File: config.mk
export PLATFORM = sky130hd
export DESIGN_NAME = axis_fifo_arbiter_flat
export DESIGN_NICKNAME = d
export VERILOG_FILES = /design/src/rtl/axis_fifo_arbiter_if.sv /design/src/rtl/axis_fifo_arbiter.sv /design/src/flat_wrapper.sv
export SDC_FILE = /design/constraint.sdc
export NUM_CORES = 1
export LEC_CHECK = 0
export CAP_MARGIN = 15
export CORE_MARGIN = 3
export CORE_UTILIZATION = 29
export CTS_CLUSTER_SIZE = 30
export DETAILED_ROUTE_END_ITERATION = 10
export MAX_ROUTING_LAYER = met4
export PLACE_DENSITY = 0.86
export SLEW_MARGIN = 20
export SYNTH_ARGS = -nofsm -noshare
export SYNTH_HDL_FRONTEND = slang
export SYNTH_SLANG_ARGS = --single-unit
File: constraint.sdc
create_clock -name aclk -period 2.2 [get_ports aclk]
set_input_delay 0.33 -clock aclk [delete_from_list [all_inputs] [get_ports aclk]]
set_output_delay 0.33 -clock aclk [all_outputs]
set_load 0.01 [all_outputs]
File: src/rtl/axis_fifo_arbiter_if.sv
// Producer-side and FIFO-side AXI-Stream signals of the burst arbiter; slave modport is the arbiter, master the environment.
// Optional tlast wires are present when AXIS_FIFO_ARBITER_TLAST_EN is defined.
interface axis_fifo_arbiter_if #(
  parameter int NUM_INPUTS  = 4,
  parameter int TDATA_WIDTH = 32
);
  logic [NUM_INPUTS*TDATA_WIDTH-1:0] s_axis_tdata;
  logic [NUM_INPUTS-1:0]             s_axis_tvalid;
  logic [NUM_INPUTS-1:0]             s_axis_tready;
  logic [TDATA_WIDTH-1:0]            m_axis_tdata;
  logic                              m_axis_tvalid;
  logic                              m_axis_tready;
`ifdef AXIS_FIFO_ARBITER_TLAST_EN
  logic [NUM_INPUTS-1:0]             s_axis_tlast;
  logic                              m_axis_tlast;

  modport master (
    output s_axis_tdata, s_axis_tvalid, s_axis_tlast, m_axis_tready,
    input  s_axis_tready, m_axis_tdata, m_axis_tvalid, m_axis_tlast
  );
  modport slave (
    input  s_axis_tdata, s_axis_tvalid, s_axis_tlast, m_axis_tready,
    output s_axis_tready, m_axis_tdata, m_axis_tvalid, m_axis_tlast
  );
`else
  modport master (
    output s_axis_tdata, s_axis_tvalid, m_axis_tready,
    input  s_axis_tready, m_axis_tdata, m_axis_tvalid
  );
  modport slave (
    input  s_axis_tdata, s_axis_tvalid, m_axis_tready,
    output s_axis_tready, m_axis_tdata, m_axis_tvalid
  );
`endif
endinterface

File: src/rtl/axis_fifo_arbiter.sv
// Round-robin burst arbiter onto one FIFO write port; grants only when the FIFO has room for BURST_LEN beats.
// First beat 1 cycle after grant, 2-cycle gap between bursts, m_axis_tready stalls the burst; tlast option: AXIS_FIFO_ARBITER_TLAST_EN.
module axis_fifo_arbiter #(
  parameter int NUM_INPUTS  = 4,
  parameter int TDATA_WIDTH = 32,
  parameter int BURST_LEN   = 16,
  parameter int FIFO_DEPTH  = 512
) (
  input  logic                  aclk,
  input  logic                  areset,
  axis_fifo_arbiter_if.slave    bus,
  input  logic [31:0]           fifo_write_count,
  output logic [NUM_INPUTS-1:0] grant,
  output logic                  busy
);
  localparam int IDX_W = $clog2(NUM_INPUTS);
  localparam int CNT_W = (BURST_LEN > 1) ? $clog2(BURST_LEN) : 1;

  typedef enum logic [1:0] {IDLE, BURST, SETTLE} state_t;

  state_t                state_q, state_d;
  logic [NUM_INPUTS-1:0] grant_q, grant_d;
  logic [IDX_W-1:0]      sel_q, sel_d;
  logic [IDX_W-1:0]      rr_q, rr_d;
  logic [CNT_W-1:0]      cnt_q, cnt_d;
  logic                  busy_q, busy_d;

  logic                  space_ok;
  logic                  found;
  logic [IDX_W-1:0]      win_idx;
  logic [IDX_W:0]        cand;
  logic                  beat;
  logic                  burst_end;
  logic [IDX_W-1:0]      sel_next;

  // Widened to 33 bits so a huge write count cannot wrap into "room available".
  assign space_ok = ({1'b0, fifo_write_count} + 33'(BURST_LEN)) <= 33'(FIFO_DEPTH);

  always_comb begin
    found   = 1'b0;
    win_idx = rr_q;
    cand    = '0;
    for (int i = 0; i < NUM_INPUTS; i++) begin
      cand = {1'b0, rr_q} + (IDX_W+1)'(i);
      if (cand >= (IDX_W+1)'(NUM_INPUTS)) begin
        cand = cand - (IDX_W+1)'(NUM_INPUTS);
      end
      if (!found && bus.s_axis_tvalid[cand[IDX_W-1:0]]) begin
        found   = 1'b1;
        win_idx = cand[IDX_W-1:0];
      end
    end
  end

  always_comb begin
    bus.m_axis_tdata  = '0;
    bus.m_axis_tvalid = 1'b0;
    bus.s_axis_tready = '0;
`ifdef AXIS_FIFO_ARBITER_TLAST_EN
    bus.m_axis_tlast  = 1'b0;
`endif
    if (state_q == BURST) begin
      bus.m_axis_tdata         = bus.s_axis_tdata[int'(sel_q)*TDATA_WIDTH +: TDATA_WIDTH];
      bus.m_axis_tvalid        = bus.s_axis_tvalid[sel_q];
      bus.s_axis_tready[sel_q] = bus.m_axis_tready;
`ifdef AXIS_FIFO_ARBITER_TLAST_EN
      bus.m_axis_tlast         = bus.s_axis_tlast[sel_q];
`endif
    end
  end

  assign beat     = (state_q == BURST) && bus.s_axis_tvalid[sel_q] && bus.m_axis_tready;
  assign sel_next = (sel_q == IDX_W'(NUM_INPUTS-1)) ? '0 : sel_q + IDX_W'(1);

`ifdef AXIS_FIFO_ARBITER_TLAST_EN
  assign burst_end = beat && ((cnt_q == CNT_W'(BURST_LEN-1)) || bus.s_axis_tlast[sel_q]);
`else
  // A non-zero count means at least one beat has already gone out in this burst.
  assign burst_end = (beat && (cnt_q == CNT_W'(BURST_LEN-1)))
                   || (!bus.s_axis_tvalid[sel_q] && (cnt_q != '0));
`endif

  always_comb begin
    state_d = state_q;
    grant_d = grant_q;
    sel_d   = sel_q;
    rr_d    = rr_q;
    cnt_d   = cnt_q;
    busy_d  = busy_q;
    case (state_q)
      IDLE: begin
        if (found && space_ok) begin
          state_d          = BURST;
          grant_d          = '0;
          grant_d[win_idx] = 1'b1;
          sel_d            = win_idx;
          cnt_d            = '0;
          busy_d           = 1'b1;
        end
      end
      BURST: begin
        if (beat) begin
          cnt_d = cnt_q + CNT_W'(1);
        end
        if (burst_end) begin
          state_d = SETTLE;
          grant_d = '0;
          busy_d  = 1'b0;
          rr_d    = sel_next;
          cnt_d   = '0;
        end
      end
      SETTLE:  state_d = IDLE;
      default: state_d = IDLE;
    endcase
  end

  always_ff @(posedge aclk) begin
    if (areset) begin
      state_q <= IDLE;
      grant_q <= '0;
      sel_q   <= '0;
      rr_q    <= '0;
      cnt_q   <= '0;
      busy_q  <= 1'b0;
    end else begin
      state_q <= state_d;
      grant_q <= grant_d;
      sel_q   <= sel_d;
      rr_q    <= rr_d;
      cnt_q   <= cnt_d;
      busy_q  <= busy_d;
    end
  end

  assign grant = grant_q;
  assign busy  = busy_q;
endmodule

File: src/flat_wrapper.sv
// flat-port wrapper written by rule: the top's interface ports become plain ports
module axis_fifo_arbiter_flat 
#(
  parameter int NUM_INPUTS  = 4,
  parameter int TDATA_WIDTH = 32,
  parameter int BURST_LEN   = 16,
  parameter int FIFO_DEPTH  = 512
)
  (aclk, areset, fifo_write_count, grant, busy, bus_s_axis_tdata, bus_s_axis_tvalid, bus_m_axis_tready, bus_s_axis_tready, bus_m_axis_tdata, bus_m_axis_tvalid);
  axis_fifo_arbiter_if #(.NUM_INPUTS(NUM_INPUTS), .TDATA_WIDTH(TDATA_WIDTH)) bus_i ();
  input  logic aclk;
  input  logic areset;
  input  logic [31:0] fifo_write_count;
  output logic [NUM_INPUTS-1:0] grant;
  output logic busy;
  input wire logic [$bits(bus_i.s_axis_tdata)-1:0] bus_s_axis_tdata;
  input wire logic [$bits(bus_i.s_axis_tvalid)-1:0] bus_s_axis_tvalid;
  input wire logic [$bits(bus_i.m_axis_tready)-1:0] bus_m_axis_tready;
  output wire logic [$bits(bus_i.s_axis_tready)-1:0] bus_s_axis_tready;
  output wire logic [$bits(bus_i.m_axis_tdata)-1:0] bus_m_axis_tdata;
  output wire logic [$bits(bus_i.m_axis_tvalid)-1:0] bus_m_axis_tvalid;
  assign bus_i.s_axis_tdata = bus_s_axis_tdata;
  assign bus_i.s_axis_tvalid = bus_s_axis_tvalid;
  assign bus_i.m_axis_tready = bus_m_axis_tready;
  assign bus_s_axis_tready = bus_i.s_axis_tready;
  assign bus_m_axis_tdata = bus_i.m_axis_tdata;
  assign bus_m_axis_tvalid = bus_i.m_axis_tvalid;
  axis_fifo_arbiter #(.NUM_INPUTS(NUM_INPUTS), .TDATA_WIDTH(TDATA_WIDTH), .BURST_LEN(BURST_LEN), .FIFO_DEPTH(FIFO_DEPTH)) u_core (.aclk(aclk), .areset(areset), .bus(bus_i), .fifo_write_count(fifo_write_count), .grant(grant), .busy(busy));
endmodule
Word-level counts from Yosys, hierarchy flattened
Cells that the tools add are included.
- reduce and logical (&&, ||, !) cells: 23
- mux-type cells: 43
- bitwise logic cells: 1
- $add $sub $neg: 10
- shift operators: 1
- divide/modulo/power cells: 0
- multipliers: 0
- equal/unequal tests: 6
- order comparisons: 13
- operators with widths (operator ; count):
    variable part select 128 x 8 -> 32 bit ; 1
    adder 32 x 5 -> 33 bit, second input constant ; 1
    <= comparator 33 x 10 -> 1 bit, second input constant ; 1
    two-way mux 32 bit ; 1
    two-way mux 4 bit ; 6
    two-way mux 2 bit ; 11
    less-than comparator 2 x 3 -> 1 bit, second input constant ; 6
    one-hot mux 4 bit (2 select lines) ; 2
    two-way mux 1 bit ; 14
    binary-select mux 1 bit (select 2 bit) ; 5
    logical AND 1 bit ; 10
    greater-or-equal comparator 3 bit, second input constant ; 3
    subtractor 2 x 1 -> 2 bit, second input constant ; 4
    adder 2 x 2 -> 3 bit, second input constant ; 2
    AND reduction 2 bit ; 3
    AND reduction 3 bit ; 2
    adder 4 x 1 -> 4 bit, second input constant ; 1
    bitwise AND 4 bit ; 1
    demux 1 bit (select 2 bit) ; 2
    equality test 4 bit, second input constant ; 1
    greater-or-equal comparator 2 x 1 -> 1 bit, second input constant ; 2
    zero test 1 bit ; 4
    inequality test 2 x 1 -> 1 bit, second input constant ; 2
    one-hot mux 2 bit (2 select lines) ; 1
    11 further kinds ; 11
- memory bits (read-only): 0
- output and inout port bits: 42
- input bits: 167
- register bits after elaboration: 15
- bits in writable memories: 0
- memories kept: 0
- latch bits: 0

Logic depth before layout (Yosys ltp)
- depth in word-level cells: 20
- mapped depth: 9

Worst setup path after synthesis
Ideal clock, no wire load.
- path type: reg-to-reg
- start: register u_core.sel_q[0]
- end: register u_core.rr_q[0]
- period minus slack after synthesis: 2.216 ns
- path buffers: 2
- data required time: 2.129 ns
- setup slack: -0.016 ns
- stages on the path, launching flop included: 9
- arrival: 2.146 ns
- cells stage by stage: dfxtp_1 -> buf_2 -> mux4_2 -> o31ai_1 -> a21oi_1 -> or2_2 -> clkbuf_1 -> or3_1 -> a21oi_1
- cells in the longest elaborated chain, start to end: 7
- elaborated cells between the ends (all ways): 12
- classes of those cells: add/sub: 1; eq/ne: 1; mux: 3; reduce/logical: 7
- ends and longest elaborated chain (item ; line ; source):
    from (decl) ; axis_fifo_arbiter.sv:23 ; logic [IDX_W-1:0] sel_q, sel_d;
    from (signal assigned) ; axis_fifo_arbiter.sv:129 ; sel_q <= sel_d;
    binary-select mux 1 bit (select 2 bit) ; axis_fifo_arbiter.sv:72, axis_fifo_arbiter.sv:80 ;
    two-way mux 1 bit (not written as such) ; axis_fifo_arbiter.sv:72, axis_fifo_arbiter.sv:80 ;
    logical AND 1 bit (2 in a row) ; axis_fifo_arbiter.sv:72 ; assign beat = (state_q == BURST) && bus.s_axis_tvalid[sel_q] && bus.m_axis_tready;
    logical AND 1 bit ; axis_fifo_arbiter.sv:79 ; assign burst_end = (beat && (cnt_q == CNT_W'(BURST_LEN-1)))
    logical OR 1 bit ; axis_fifo_arbiter.sv:80 ; || (!bus.s_axis_tvalid[sel_q] && (cnt_q != '0));
    AND reduction 2 bit (no line) ; -- ;
    to (signal assigned) ; axis_fifo_arbiter.sv:130 ; rr_q <= rr_d;
    to (decl) ; axis_fifo_arbiter.sv:24 ; logic [IDX_W-1:0] rr_q, rr_d;
Several ways; a longest one is shown, not always the timed one. The select of a mux whose other input is x is not followed.
A chain may end at the register's enable or synchronous reset.

Final worst setup path
- start: input fifo_write_count[9]
- end: register u_core.grant_q[3] (netlist: u_core.grant[3])
- cells in the longest elaborated chain, start to end: 5
- ends and longest elaborated chain (item ; line ; source):
    from (decl) ; flat_wrapper.sv:13 ; input logic [31:0] fifo_write_count;
    adder 32 x 5 -> 33 bit ; axis_fifo_arbiter.sv:37 ; assign space_ok = ({1'b0, fifo_write_count} + 33'(BURST_LEN)) <= 33'(FIFO_DEPTH);
    <= comparator 33 x 10 -> 1 bit ; axis_fifo_arbiter.sv:37 ;
    logical AND 1 bit ; axis_fifo_arbiter.sv:92 ; if (found && space_ok) begin
    inequality test 2 x 1 -> 1 bit (no line) ; -- ;
    AND reduction 3 bit (no line) ; -- ;
    to (signal assigned) ; axis_fifo_arbiter.sv:128 ; grant_q <= grant_d;
    to (decl) ; axis_fifo_arbiter.sv:22 ; logic [NUM_INPUTS-1:0] grant_q, grant_d;
Every way passes these cells.

==> results by group <==
Die
  • I/O pins: 209
  • Std-Cell Rows: 32
  • DIE HEIGHT: 96.0 um
  • Die area: 0.00922 sq mm
  • CORE AREA: 0.00781 sq mm
  • Initial Util: 0.301
  • Die X: 96.0 um

Power
  • Maximum vdd ir drop: 246 uV
  • Power per standard cell area: 191 mW/mm^2
  • Power, Total: 0.00105 W
  • Leakage: 2.25 nW

Timing
  • Crit share post-route: 1.03
  • Highest Clock Rate: 440 MHz
  • Least-Margin Pin Slew: 698 ps
  • Final worst path period need: 2270 ps
  • Final setup viols: 8
  • Max-slew violations: 0
  • Slew margin rel.: 0.535
  • PnR worst setup slack: -72.4 ps
  • Setup TNS: -331 ps
  • Layout Skew: 9.34 ps
  • Unrepaired setup endpoints after global routing: yes
  • Hold_ws: 497 ps
  • Final Hold Vio Count: 0

Logic synthesis
  • EDFF count, synth: 0
  • Async SR Flop Fraction: 0
  • Register bit total from synthesis: 15
  • Synth warnings: 0
  • Sequential area share after synthesis: 0.128
  • Synth cell types: 55
  • Predominant post-synthesis flop cell: dfxtp_1
  • Mapped Avg Cell Area: 9.00 sq um
  • Synthesized area: 0.00235 sq mm
  • Cells after synthesis: 261
  • Syn_nets: 434

Detailed routing
  • DR vias/cell: 5.47
  • Drt wl/cell: 20.8 um
  • Routed WL: 13.4 mm
  • First-pass DRT Iterations: 5
  • Routed Antenna Nets: 0
  • DR iter-0 viols: 187
  • Via Count: 3,529
  • DR DRC count: 0

Worst hold path
  • Hold crit path type: reg -> reg

Global route
  • Initial antenna violation count: 1
  • Remaining Overflow, GRT: 0
  • Tot GR Track Use: 0.262
  • Vias in the first global route: 3,501
  • Largest net degree at the start of global routing: 21
  • Global-route wire length before repair: 18.2 mm

Cells and area
  • P&R area growth vs syn: 135%
  • Layout cells sized above 1: 0.345
  • Layout Utilization: 0.707
  • Commonest cells after routing, fill and taps aside: clkdlybuf4s50_1, buf_4, and2_1, mux4_2, dlygate4sd2_1
  • Leading cell type in the layout, fill and taps excluded: clkdlybuf4s50_1
  • Final #Nets: 716

Setup path
  • CP Cell Sequence: buf_8 > nand4_4 > buf_4 > buf_4 > nor4_2 > buf_4 > nand4_1 > a22oi_2 > and4b_2 > buf_6 > nand3_2 > a21oi_2
  • Crit path top cell by count: buf_4
  • Largest stage delay, worst path: 340 ps
  • Worst path required time: 2400 ps
  • Startpoint types: primary input
  • Data arrival time of the worst path: 2470 ps
  • Critical path class: in -> reg
  • Crit-path max FO: 5
  • Cell at the slowest stage of the critical path: and4b_2
  • CP Capture Type: flop

Clocking
  • CTS tree: yes
  • Clock Sinks: 15
  • H-tree levels: 1
  • Clock slew at reported path FFs: 80 ps
  • Clock Path Buffers: 2
  • CTS buffer count: 3
  • Worst-skew pair later-pin latency: 260 ps
  • Clock Tree Root: clkbuf_8

Flow run
  • Max cap viols: 0

Placement
  • Pre-CTS setup slack: -630 ps
  • Detail Placement HPWL: 9.62 mm
  • Port buffer count: 208
  • Placer Congestion: 0.898

Status
  • Failing checks: setup timing
  • Status: finished, violations left
registers in the layout (all words and copies together) (netlist names):
name / count
u_core.rr_q: 2
u_core.cnt_q: 4
u_core.sel_q: 2
u_core.busy: 1
u_core.grant: 4
u_core.state_q: 2
path summary, 6_finish.rpt:
| kind | startpoint | end | slack, ps | cells past startpoint |
|---|---|---|---|---|
| worst max-delay path | fifo_write_count[9] | u_core.grant[3]$_SDFFE_PP0P_ | -70 | 12 |
| worst min-delay path | u_core.cnt_q[3]$_SDFFE_PP0P_ | u_core.cnt_q[3]$_SDFFE_PP0P_ | 500 | 1 |
| worst min register to register | u_core.cnt_q[3]$_SDFFE_PP0P_ | u_core.cnt_q[3]$_SDFFE_PP0P_ | 500 | 1 |
| worst max register to register | u_core.sel_q[0]$_SDFFE_PP0P_ | u_core.rr_q[0]$_SDFFE_PP0P_ | 60 | 8 |
synthesized netlist by cell type (3+ instances only):
| library cell | n | area share |
|---|---|---|
| mux4_2 | 33 | 0.32 |
| dfxtp_1 | 15 | 0.13 |
| and2_1 | 34 | 0.091 |
| nor4_2 | 3 | 0.016 |
| or2_2 | 3 | 0.0080 |
| and3_1 | 6 | 0.016 |
| inv_1 | 10 | 0.016 |
| nor2_1 | 9 | 0.014 |
| a31oi_1 | 3 | 0.0080 |
| nand3_1 | 10 | 0.021 |
| ha_1 | 6 | 0.032 |
| clkbuf_1 | 10 | 0.016 |
| o211ai_1 | 3 | 0.0096 |
| mux2i_1 | 3 | 0.013 |
| o21ai_0 | 12 | 0.026 |
| nor4_1 | 6 | 0.016 |
| a21oi_1 | 15 | 0.032 |
| nor2b_1 | 4 | 0.011 |
| nor3_1 | 8 | 0.017 |
| nand4_1 | 7 | 0.019 |
| nand2_1 | 19 | 0.030 |
| buf_1 | 4 | 0.0064 |
per-stage QoR:
| stage | cell area (sq um) | std cells |
|---|---|---|
| 6_report | 5520 | 645 |
| 5_1_grt | 5520 | 645 |
| 2_1_floorplan | 2350 | 261 |
| 3_5_place_dp | 4950 | 610 |
| 4_1_cts | 5230 | 631 |
| 3_3_place_gp | 4950 | 610 |
logic make-up after synthesis:
kind of cell | after synthesis | synth area share
compound gates | 53 | 0.149
buf+inv | 26 | 0.0437
mux | 36 | 0.329
fa+ha+maj | 6 | 0.0319
xor+xnor | 2 | 0.00746
flops | 15 | 0.128
simple gates | 123 | 0.312
worst max-delay path: cells and delay by family:
family / cells / cell delay, ps
AO/OA/AOI/OAI: 2 / 470
buffers and inverters: 5 / 720
AND/OR/NAND/NOR: 5 / 950
where the power goes:
group / internal (W) / total (W) / switching, W
sequential: 0.000270 / 0.000270 / 0.0000000000125
clock: 0.000128 / 0.000245 / 0.000118
combinational: 0.000372 / 0.000539 / 0.000167
total: 0.000770 / 0.00105 / 0.000285
per-layer routing:
layer,vias to the layer above,share of wire,global-route usage
met2,210,0.53,0.464
met4,0,0.051,0.108
li1,1589,-,-
met3,55,0.079,0.0469
met5,-,0,-
met1,1675,0.34,0.287
cell type report:
cell class                      count  area (sq um)
Timing Repair Buffer              293          2790
Fill cell                         545          2280
Multi-Input combinational cell    220          2210
Sequential cell                    15           307
Tap cell                          102           128
Clock buffer                        3          41.3
Inverter                           10          37.5
Clock inverter                      1          7.51
Antenna cell                        1          2.50
what timing repair did:
item,in CTS,in global routing
buffers inserted,17,12
setup endpoints to repair,48,38
hold buffers,0,0
resized for setup,93,86
pin swaps,22,24
gates cloned,1,1
(Power assumes the default switching activity.)
